==> src/rtl/seg_pkg.sv <==
// Shared definitions for the seven-segment message scroller.
// Glyphs are active-low with bit order {g,f,e,d,c,b,a}.
package seg_pkg;

   typedef enum logic [1:0] {
      MODE_STATIC = 2'd0,
      MODE_SCROLL = 2'd1,
      MODE_BLINK  = 2'd2,
      MODE_REVEAL = 2'd3
   } mode_t;

   localparam logic [6:0] SEG_BLANK = 7'h7F;

   localparam logic [6:0] GLYPH_0 = 7'h40;
   localparam logic [6:0] GLYPH_1 = 7'h79;
   localparam logic [6:0] GLYPH_2 = 7'h24;
   localparam logic [6:0] GLYPH_3 = 7'h30;
   localparam logic [6:0] GLYPH_4 = 7'h19;
   localparam logic [6:0] GLYPH_5 = 7'h12;
   localparam logic [6:0] GLYPH_6 = 7'h02;
   localparam logic [6:0] GLYPH_7 = 7'h78;
   localparam logic [6:0] GLYPH_8 = 7'h00;
   localparam logic [6:0] GLYPH_9 = 7'h10;
   localparam logic [6:0] GLYPH_A = 7'h08;
   localparam logic [6:0] GLYPH_E = 7'h06;
   localparam logic [6:0] GLYPH_H = 7'h09;
   localparam logic [6:0] GLYPH_L = 7'h47;
   localparam logic [6:0] GLYPH_O = 7'h40;
   localparam logic [6:0] GLYPH_P = 7'h0C;

   // Maps a decimal value to its glyph; anything above 9 renders blank.
   function automatic logic [6:0] digitGlyph(input logic [3:0] value);
      logic [6:0] glyph;
      glyph = SEG_BLANK;
      case (value)
         4'd0: glyph = GLYPH_0;
         4'd1: glyph = GLYPH_1;
         4'd2: glyph = GLYPH_2;
         4'd3: glyph = GLYPH_3;
         4'd4: glyph = GLYPH_4;
         4'd5: glyph = GLYPH_5;
         4'd6: glyph = GLYPH_6;
         4'd7: glyph = GLYPH_7;
         4'd8: glyph = GLYPH_8;
         4'd9: glyph = GLYPH_9;
         default: glyph = SEG_BLANK;
      endcase
      return glyph;
   endfunction

endpackage

==> src/rtl/seg_msg_scroller_tick_div.sv <==
// Free-running divider producing a one-cycle tick every DIV enabled cycles.
// The count freezes while EN is low so a paused display resumes in phase.
module tick_div #(
   parameter int DIV = 4
) (
   input  logic CLOCK,
   input  logic RESET_N,
   input  logic EN,
   output logic tick
);

   localparam int            CW   = (DIV > 1) ? $clog2(DIV) : 1;
   localparam logic [CW-1:0] LAST = CW'(DIV - 1);

   logic [CW-1:0] r_count;
   logic          w_atLast;

   assign w_atLast = (r_count == LAST);
   assign tick     = EN && w_atLast;

   // Count 0..DIV-1 while enabled, wrapping on the tick cycle.
   always_ff @(posedge CLOCK or negedge RESET_N) begin
      if (!RESET_N) begin
         r_count <= '0;
      end else if (EN) begin
         if (w_atLast) begin
            r_count <= '0;
         end else begin
            r_count <= r_count + 1'b1;
         end
      end
   end

endmodule

==> src/rtl/seg_msg_scroller.sv <==
// Multiplexed seven-segment message display with static, scroll, blink
// and reveal animations driven from a writable glyph buffer.
module seg_msg_scroller
   import seg_pkg::*;
#(
   parameter int N_DIGITS    = 4,
   parameter int MSG_LEN     = 8,
   parameter int REFRESH_DIV = 262144,
   parameter int STEP_DIV    = 100000000
) (
   input  logic                       CLOCK,
   input  logic                       RESET_N,
   input  logic                       EN,
   input  logic [1:0]                 MODE,
   input  logic                       WE,
   input  logic [$clog2(MSG_LEN)-1:0] WADDR,
   input  logic [6:0]                 WDATA,
   output logic [N_DIGITS-1:0]        an,
   output logic [6:0]                 seg
);

   localparam int AW = $clog2(MSG_LEN);
   localparam int DW = $clog2(N_DIGITS);
   localparam int RW = $clog2(N_DIGITS + 1);

   localparam logic [AW:0]   LEN_EXT     = (AW+1)'(MSG_LEN);
   localparam logic [AW-1:0] LAST_OFFSET = AW'(MSG_LEN - 1);
   localparam logic [DW-1:0] LAST_DIGIT  = DW'(N_DIGITS - 1);
   localparam logic [RW-1:0] REVEAL_MAX  = RW'(N_DIGITS);

   logic [6:0]    r_buf [MSG_LEN];
   logic [DW-1:0] r_digit;
   logic [AW-1:0] r_offset;
   logic          r_phase;
   logic [RW-1:0] r_reveal;
   mode_t         r_modePrev;

   logic          w_refreshTick;
   logic          w_stepTick;
   mode_t         w_mode;
   logic          w_modeChange;
   logic          w_waddrOk;
   logic [AW-1:0] w_offsetNext;
   logic          w_phaseNext;
   logic [RW-1:0] w_revealNext;
   logic [AW:0]   w_scrollSum;
   logic [AW:0]   w_scrollWrap;
   logic [AW-1:0] w_scrollIdx;
   logic [6:0]    w_glyph;
   logic [N_DIGITS-1:0] w_anSel;

   tick_div #(.DIV(REFRESH_DIV)) u_refreshDiv (
      .CLOCK   (CLOCK),
      .RESET_N (RESET_N),
      .EN      (EN),
      .tick    (w_refreshTick)
   );

   tick_div #(.DIV(STEP_DIV)) u_stepDiv (
      .CLOCK   (CLOCK),
      .RESET_N (RESET_N),
      .EN      (EN),
      .tick    (w_stepTick)
   );

   assign w_mode       = mode_t'(MODE);
   assign w_modeChange = EN && (w_mode != r_modePrev);
   assign w_waddrOk    = ({1'b0, WADDR} < LEN_EXT);

   // Animation state for the coming cycle; a mode change restarts the
   // animation and takes priority over a coincident step tick.
   always_comb begin
      w_offsetNext = r_offset;
      w_phaseNext  = r_phase;
      w_revealNext = r_reveal;
      if (w_modeChange) begin
         w_offsetNext = '0;
         w_phaseNext  = 1'b0;
         w_revealNext = '0;
      end else if (w_stepTick) begin
         w_offsetNext = (r_offset == LAST_OFFSET) ? '0 : r_offset + 1'b1;
         w_phaseNext  = ~r_phase;
         if (r_reveal != REVEAL_MAX) begin
            w_revealNext = r_reveal + 1'b1;
         end
      end
   end

   assign w_scrollSum  = {1'b0, w_offsetNext} + (AW+1)'(r_digit);
   assign w_scrollWrap = (w_scrollSum >= LEN_EXT) ? (w_scrollSum - LEN_EXT) : w_scrollSum;
   assign w_scrollIdx  = w_scrollWrap[AW-1:0];
   assign w_anSel      = ~({{(N_DIGITS-1){1'b0}}, 1'b1} << (LAST_DIGIT - r_digit));

   // Glyph for the digit being drawn, using the post-step animation state
   // so a step landing on a refresh is visible immediately.
   always_comb begin
      w_glyph = SEG_BLANK;
      case (w_mode)
         MODE_STATIC: w_glyph = r_buf[r_digit];
         MODE_SCROLL: w_glyph = r_buf[w_scrollIdx];
         MODE_BLINK:  w_glyph = w_phaseNext ? SEG_BLANK : r_buf[r_digit];
         MODE_REVEAL: w_glyph = (RW'(r_digit) < w_revealNext) ? r_buf[r_digit] : SEG_BLANK;
         default:     w_glyph = SEG_BLANK;
      endcase
   end

   // Message buffer; out-of-range addresses are dropped.
   always_ff @(posedge CLOCK or negedge RESET_N) begin
      if (!RESET_N) begin
         for (int i = 0; i < MSG_LEN; i++) begin
            r_buf[i] <= SEG_BLANK;
         end
      end else if (WE && w_waddrOk) begin
         r_buf[WADDR] <= WDATA;
      end
   end

   // Scan, animation and registered outputs; disabling blanks the display
   // and freezes every counter where it stands.
   always_ff @(posedge CLOCK or negedge RESET_N) begin
      if (!RESET_N) begin
         r_digit    <= '0;
         r_offset   <= '0;
         r_phase    <= 1'b0;
         r_reveal   <= '0;
         r_modePrev <= MODE_STATIC;
         an         <= '1;
         seg        <= SEG_BLANK;
      end else if (EN) begin
         r_modePrev <= w_mode;
         r_offset   <= w_offsetNext;
         r_phase    <= w_phaseNext;
         r_reveal   <= w_revealNext;
         if (w_refreshTick) begin
            r_digit <= (r_digit == LAST_DIGIT) ? '0 : r_digit + 1'b1;
            an      <= w_anSel;
            seg     <= w_glyph;
         end
      end else begin
         an  <= '1;
         seg <= SEG_BLANK;
      end
   end

endmodule
==> config.mk <==
export PLATFORM = sky130hd
export DESIGN_NAME = seg_msg_scroller
export DESIGN_NICKNAME = d
export VERILOG_FILES = /design/src/rtl/seg_pkg.sv /design/src/rtl/seg_msg_scroller_tick_div.sv /design/src/rtl/seg_msg_scroller.sv
export SDC_FILE = /design/constraint.sdc
export NUM_CORES = 1
export LEC_CHECK = 0
export CORE_MARGIN = 2
export CORE_UTILIZATION = 40
export DETAILED_ROUTE_END_ITERATION = 10
export PLACE_DENSITY = 0.63
export SLEW_MARGIN = 20
export SYNTH_ARGS = -nofsm -noshare
export SYNTH_HDL_FRONTEND = slang
export SYNTH_SLANG_ARGS = --single-unit
==> constraint.sdc <==
create_clock -name CLOCK -period 5 [get_ports CLOCK]
set_input_delay 1 -clock CLOCK [delete_from_list [all_inputs] [get_ports CLOCK]]
set_output_delay 1 -clock CLOCK [all_outputs]
set_load 0.01 [all_outputs]
==> metrics.txt <==
# TYPE chip_impl_metric gauge
chip_impl_metric{name="share_of_synthesized_registers_carrying_an_async_set_or_reset",unit="%"} 100.0
chip_impl_metric{name="post_cts_hold_buffer_count",unit=""} 0
chip_impl_metric{name="ios",unit=""} 27
chip_impl_metric{name="post-route-drc-count",unit=""} 0
chip_impl_metric{name="synth.yosys.warnings",unit=""} 0
chip_impl_metric{name="antenna_diode_instance_count",unit=""} 0
chip_impl_metric{name="die_width",unit="um"} 129.1
chip_impl_metric{name="power_density",unit="nW/um2"} 392.8
chip_impl_info{name="cts_tree",value="built"} 1
chip_impl_metric{name="max_slew.worst_pin.slew",unit="ps"} 958.3
chip_impl_metric{name="design.die.area",unit="um2"} 16670
chip_impl_metric{name="postSynthCellCount",unit=""} 512
chip_impl_info{name="critical_path_source",value="EN"} 1
chip_impl_metric{name="totalNegativeSetupSlack",unit="ps"} 0
chip_impl_metric{name="worst-endpoint-arrival",unit="ps"} 4310
chip_impl_metric{name="final-setup-viol-count",unit=""} 0
chip_impl_metric{name="synth.net_count",unit=""} 541
chip_impl_metric{name="post-route-cell-area",unit="um2"} 7383
chip_impl_metric{name="cap_violations",unit=""} 0
chip_impl_metric{name="power_frac_clock",unit="%"} 41.5
chip_impl_metric{name="timing.hold.ws",unit="ps"} 477.8
chip_impl_metric{name="drive_gt1_share",unit="%"} 36.06
chip_impl_metric{name="cts_setup_buffers",unit=""} 0
chip_impl_metric{name="vdd_drop_max",unit="mV"} 0.2573
chip_impl_metric{name="rr_worst_depth",unit=""} 14
chip_impl_metric{name="grt_use_total",unit="%"} 17.15
chip_impl_metric{name="hold_depth",unit=""} 1
chip_impl_info{name="worst_r2r_startpoint",value="u_stepDiv.r_count[0]$_DFFE_PN0P_"} 1
chip_impl_metric{name="grt.overflow.total",unit=""} 0
chip_impl_metric{name="syn_avg_cell_area",unit="um2"} 12.23
chip_impl_metric{name="achievable-frequency",unit="MHz"} 250.7
chip_impl_metric{name="vias_per_cell",unit=""} 5.297
chip_impl_metric{name="cts.htree.levels",unit=""} 4
chip_impl_info{name="critPathCaptureType",value="flip-flop"} 1
chip_impl_metric{name="grt_first_pass_wirelength",unit="um"} 21960
chip_impl_info{name="whs_endpoint",value="u_refreshDiv.r_count[6]$_DFFE_PN0P_"} 1
chip_impl_metric{name="worst_setup_hold_path_clk_slew",unit="ps"} 60
chip_impl_metric{name="core_region_area",unit="um2"} 15260
chip_impl_metric{name="sequentialPowerShare",unit="%"} 46.3
chip_impl_metric{name="place.port_buffers",unit=""} 26
chip_impl_metric{name="p_sw",unit="uW"} 710.4
chip_impl_metric{name="numCtsBuffers",unit=""} 17
chip_impl_metric{name="routedWlPerCell",unit="um"} 16.70
chip_impl_metric{name="cell_internal_pwr",unit="mW"} 2.190
chip_impl_metric{name="grt_pass1_vias",unit=""} 4219
chip_impl_metric{name="critPathRequiredTime",unit="ps"} 5330
chip_impl_info{name="regToRegEndpoint",value="seg[6]$_DFFE_PN1P_"} 1
chip_impl_info{name="postSynth.topFlopCell",value="sky130_fd_sc_hd__dfstp_2"} 1
chip_impl_metric{name="dp_hpwl",unit="um"} 8779
chip_impl_metric{name="areaGrowthSynthToFinish",unit="%"} 17.90
chip_impl_metric{name="timing.clock.skew",unit="ps"} 7.638
chip_impl_metric{name="drt_first_iter_violations",unit=""} 329
chip_impl_metric{name="maxSlewViolCount",unit=""} 0
chip_impl_metric{name="cts-root-to-sink-buffers",unit=""} 2
chip_impl_metric{name="combinationalPowerShare",unit="%"} 12.2
chip_impl_metric{name="seq_area_frac_synth",unit="%"} 50.49
chip_impl_metric{name="grt_start_max_net_pins",unit=""} 76
chip_impl_metric{name="mappedNetlistArea",unit="um2"} 6262
chip_impl_metric{name="fp.dieH",unit="um"} 129.1
chip_impl_metric{name="critPathMaxFanout",unit=""} 13
chip_impl_metric{name="switching_share",unit="%"} 24.49
chip_impl_metric{name="final.period_utilization",unit="%"} 79.77
chip_impl_info{name="worst_hold_startpoint",value="u_refreshDiv.r_count[6]$_DFFE_PN0P_"} 1
chip_impl_metric{name="num_vias",unit=""} 4100
chip_impl_metric{name="antenna_found_initial",unit=""} 0
chip_impl_metric{name="finish.net_count",unit=""} 579
chip_impl_info{name="setup_repair_after_global_routing_missed_its_margin",value="false"} 1
chip_impl_metric{name="minimum_setup_slack_among_reg_to_reg_paths",unit="ps"} 1490
chip_impl_metric{name="row_count",unit=""} 45
chip_impl_metric{name="max-slew-margin-rel",unit="%"} 36.12
chip_impl_metric{name="p_leak",unit="nW"} 3.011
chip_impl_metric{name="finalCriticalPeriod",unit="ps"} 3989
chip_impl_metric{name="drt_pass1_iterations",unit=""} 4
chip_impl_metric{name="yosys.cell_types.count",unit=""} 49
chip_impl_metric{name="postRouteWirelength",unit="um"} 12930
chip_impl_metric{name="postPlaceCellArea",unit="um2"} 6802
chip_impl_info{name="cp-start-kind",value="input pin"} 1
chip_impl_metric{name="antenna_violating_nets_post_route",unit=""} 0
chip_impl_info{name="criticalPathCategory",value="input pin to flip-flop"} 1
chip_impl_metric{name="initial_core_util",unit="%"} 41.04
chip_impl_info{name="hold_path.class",value="flip-flop to flip-flop"} 1
chip_impl_metric{name="flip_flop_and_latch_count_after_synthesis",unit=""} 123
chip_impl_metric{name="post_cts_resize_count",unit=""} 0
chip_impl_metric{name="finalHoldViolations",unit=""} 0
chip_impl_metric{name="numClockSinks",unit=""} 123
chip_impl_info{name="status",value="finished, final reports clean"} 1
chip_impl_metric{name="synth_enable_flop_cells",unit=""} 0
chip_impl_metric{name="insertion_delay",unit="ps"} 420
chip_impl_metric{name="gp_congestion",unit=""} 0.7799
chip_impl_metric{name="final_core_utilization",unit="%"} 48.39
chip_impl_info{name="clock_root_buffer",value="sky130_fd_sc_hd__clkbuf_16"} 1
==> registers in the layout, indices dropped and copies added (netlist names), 3 cells and up <==
name,flops
r_offset,3
u_stepDiv.r_count,27
an,4
r_buf,56
seg,7
r_reveal,3
u_refreshDiv.r_count,18
==> cells in the final DEF (no fill, tap or decap), types with 4 or more instances in the layout <==
cell,n
sky130_fd_sc_hd__xnor2_1,28
sky130_fd_sc_hd__nor2_1,57
sky130_fd_sc_hd__nand4_1,13
sky130_fd_sc_hd__and3_1,11
sky130_fd_sc_hd__nand3_1,15
sky130_fd_sc_hd__nand2b_1,11
sky130_fd_sc_hd__dfrtp_1,56
sky130_fd_sc_hd__a31oi_1,5
sky130_fd_sc_hd__mux2_2,58
sky130_fd_sc_hd__nor3_1,6
sky130_fd_sc_hd__clkdlybuf4s50_1,25
sky130_fd_sc_hd__nand2_1,31
sky130_fd_sc_hd__a21oi_1,7
sky130_fd_sc_hd__mux4_2,21
sky130_fd_sc_hd__o311a_1,4
sky130_fd_sc_hd__o21ai_0,13
sky130_fd_sc_hd__ha_1,12
sky130_fd_sc_hd__clkbuf_16,18
sky130_fd_sc_hd__xor2_1,13
sky130_fd_sc_hd__buf_4,13
sky130_fd_sc_hd__inv_1,16
sky130_fd_sc_hd__mux2i_1,6
sky130_fd_sc_hd__dfstp_2,67
sky130_fd_sc_hd__clkinv_2,6
==> cells in the mapped netlist (2+ instances only) <==
master	n	area share (%)
sky130_fd_sc_hd__xnor2_1	28	3.9
sky130_fd_sc_hd__and2_1	3	0.30
sky130_fd_sc_hd__o22ai_2	2	0.40
sky130_fd_sc_hd__nor4_1	3	0.30
sky130_fd_sc_hd__dfstp_2	67	28
sky130_fd_sc_hd__mux4_2	21	7.6
sky130_fd_sc_hd__a21boi_1	2	0.24
sky130_fd_sc_hd__nand2b_1	11	1.1
sky130_fd_sc_hd__o21ai_0	13	1.0
sky130_fd_sc_hd__or3_1	2	0.20
sky130_fd_sc_hd__ha_1	12	2.4
sky130_fd_sc_hd__nand4b_1	3	0.42
sky130_fd_sc_hd__clkbuf_1	14	0.84
sky130_fd_sc_hd__nor3b_1	2	0.24
sky130_fd_sc_hd__nor2_1	57	3.4
sky130_fd_sc_hd__nor3_1	7	0.56
sky130_fd_sc_hd__o22ai_1	3	0.30
sky130_fd_sc_hd__nor2b_1	3	0.30
sky130_fd_sc_hd__buf_2	3	0.24
sky130_fd_sc_hd__nand3_1	15	1.2
sky130_fd_sc_hd__mux2_4	2	0.48
sky130_fd_sc_hd__a311oi_1	2	0.28
sky130_fd_sc_hd__inv_1	16	0.96
sky130_fd_sc_hd__a21oi_1	7	0.56
sky130_fd_sc_hd__mux2i_1	6	0.96
sky130_fd_sc_hd__nand4bb_1	2	0.36
sky130_fd_sc_hd__and3_1	11	1.1
sky130_fd_sc_hd__dfrtp_1	56	22
sky130_fd_sc_hd__mux2_2	58	10
sky130_fd_sc_hd__nand2_1	31	1.9
sky130_fd_sc_hd__a31oi_1	5	0.50
sky130_fd_sc_hd__xor2_1	13	1.8
sky130_fd_sc_hd__nand4_1	13	1.3
sky130_fd_sc_hd__o311a_1	4	0.64
==> worst max path at each step <==
stage	cells after the start	slack [ps]	end
CTS	12	990	seg[2]$_DFFE_PN1P_
global route	14	730	seg[6]$_DFFE_PN1P_
global placement	12	620	seg[6]$_DFFE_PN1P_
detailed placement	12	570	seg[2]$_DFFE_PN1P_
floorplan	15	920	seg[3]$_DFFE_PN1P_
finish	14	1010	seg[6]$_DFFE_PN1P_
==> cell type report <==
class / count / area [um2]
Clock buffer: 20 / 457.9
Multi-Input combinational cell: 354 / 2973
Timing Repair Buffer: 38 / 347.8
Clock inverter: 12 / 118.9
Tap cell: 211 / 264.0
Fill cell: 1350 / 7875
Inverter: 16 / 60.06
Sequential cell: 123 / 3162
==> through the flow <==
step           worst slack [ps]  total power [mW]  std cells
2_1_floorplan             919.1             1.592        512
4_1_cts                   991.2             2.929        774
3_5_place_dp              565.6             1.713        742
3_3_place_gp              617.9             1.688        742
6_report                   1011             2.900        774
5_1_grt                   728.0             3.036        774
==> power groups by stage <==
stage	Combinational, mW	Clock, mW	Sequential [mW]
after floorplan	0.280	0	1.31
after global routing	0.395	1.28	1.37
after detailed placement	0.358	0	1.36
after CTS	0.359	1.23	1.34
after global placement	0.339	0	1.35
final	0.353	1.20	1.34
==> critical path, stage by stage <==
cell and delay (ps):
sky130_fd_sc_hd__clkdlybuf4s50_1 520, sky130_fd_sc_hd__nand4_4 120, sky130_fd_sc_hd__or2_4 290, sky130_fd_sc_hd__nor3_4 250, sky130_fd_sc_hd__mux2i_1 270, sky130_fd_sc_hd__nor2_1 70
sky130_fd_sc_hd__ha_1 180, sky130_fd_sc_hd__inv_1 60, sky130_fd_sc_hd__fa_1 440, sky130_fd_sc_hd__buf_4 230, sky130_fd_sc_hd__mux4_2 320, sky130_fd_sc_hd__and4_1 210
sky130_fd_sc_hd__a311oi_1 210, sky130_fd_sc_hd__a41oi_1 140
==> logic make-up (layout without fill, tap and decap cells) <==
group / Yosys count / in the layout / synth area share [%]
buffers and inverters: 35 / 86 / 2.218
DFF: 123 / 123 / 50.49
and+or+nand+nor: 170 / 170 / 13.99
xor gates and xnor gates: 42 / 42 / 6.174
adders and majority gates: 13 / 13 / 2.717
muxes: 88 / 88 / 19.78
AOI/OAI and AO/OA: 41 / 41 / 4.635
==> metal layers <==
metal  routed length [um]  track usage (%)  up-vias
li1                     -                -     1905
met1                 5776            22.35     2083
met2                 6384            27.21       89
met3                  564            4.500       23
met4                  204            7.289        0
met5                    0                0        -
No activity file was read; power rests on OpenSTA's default activity.
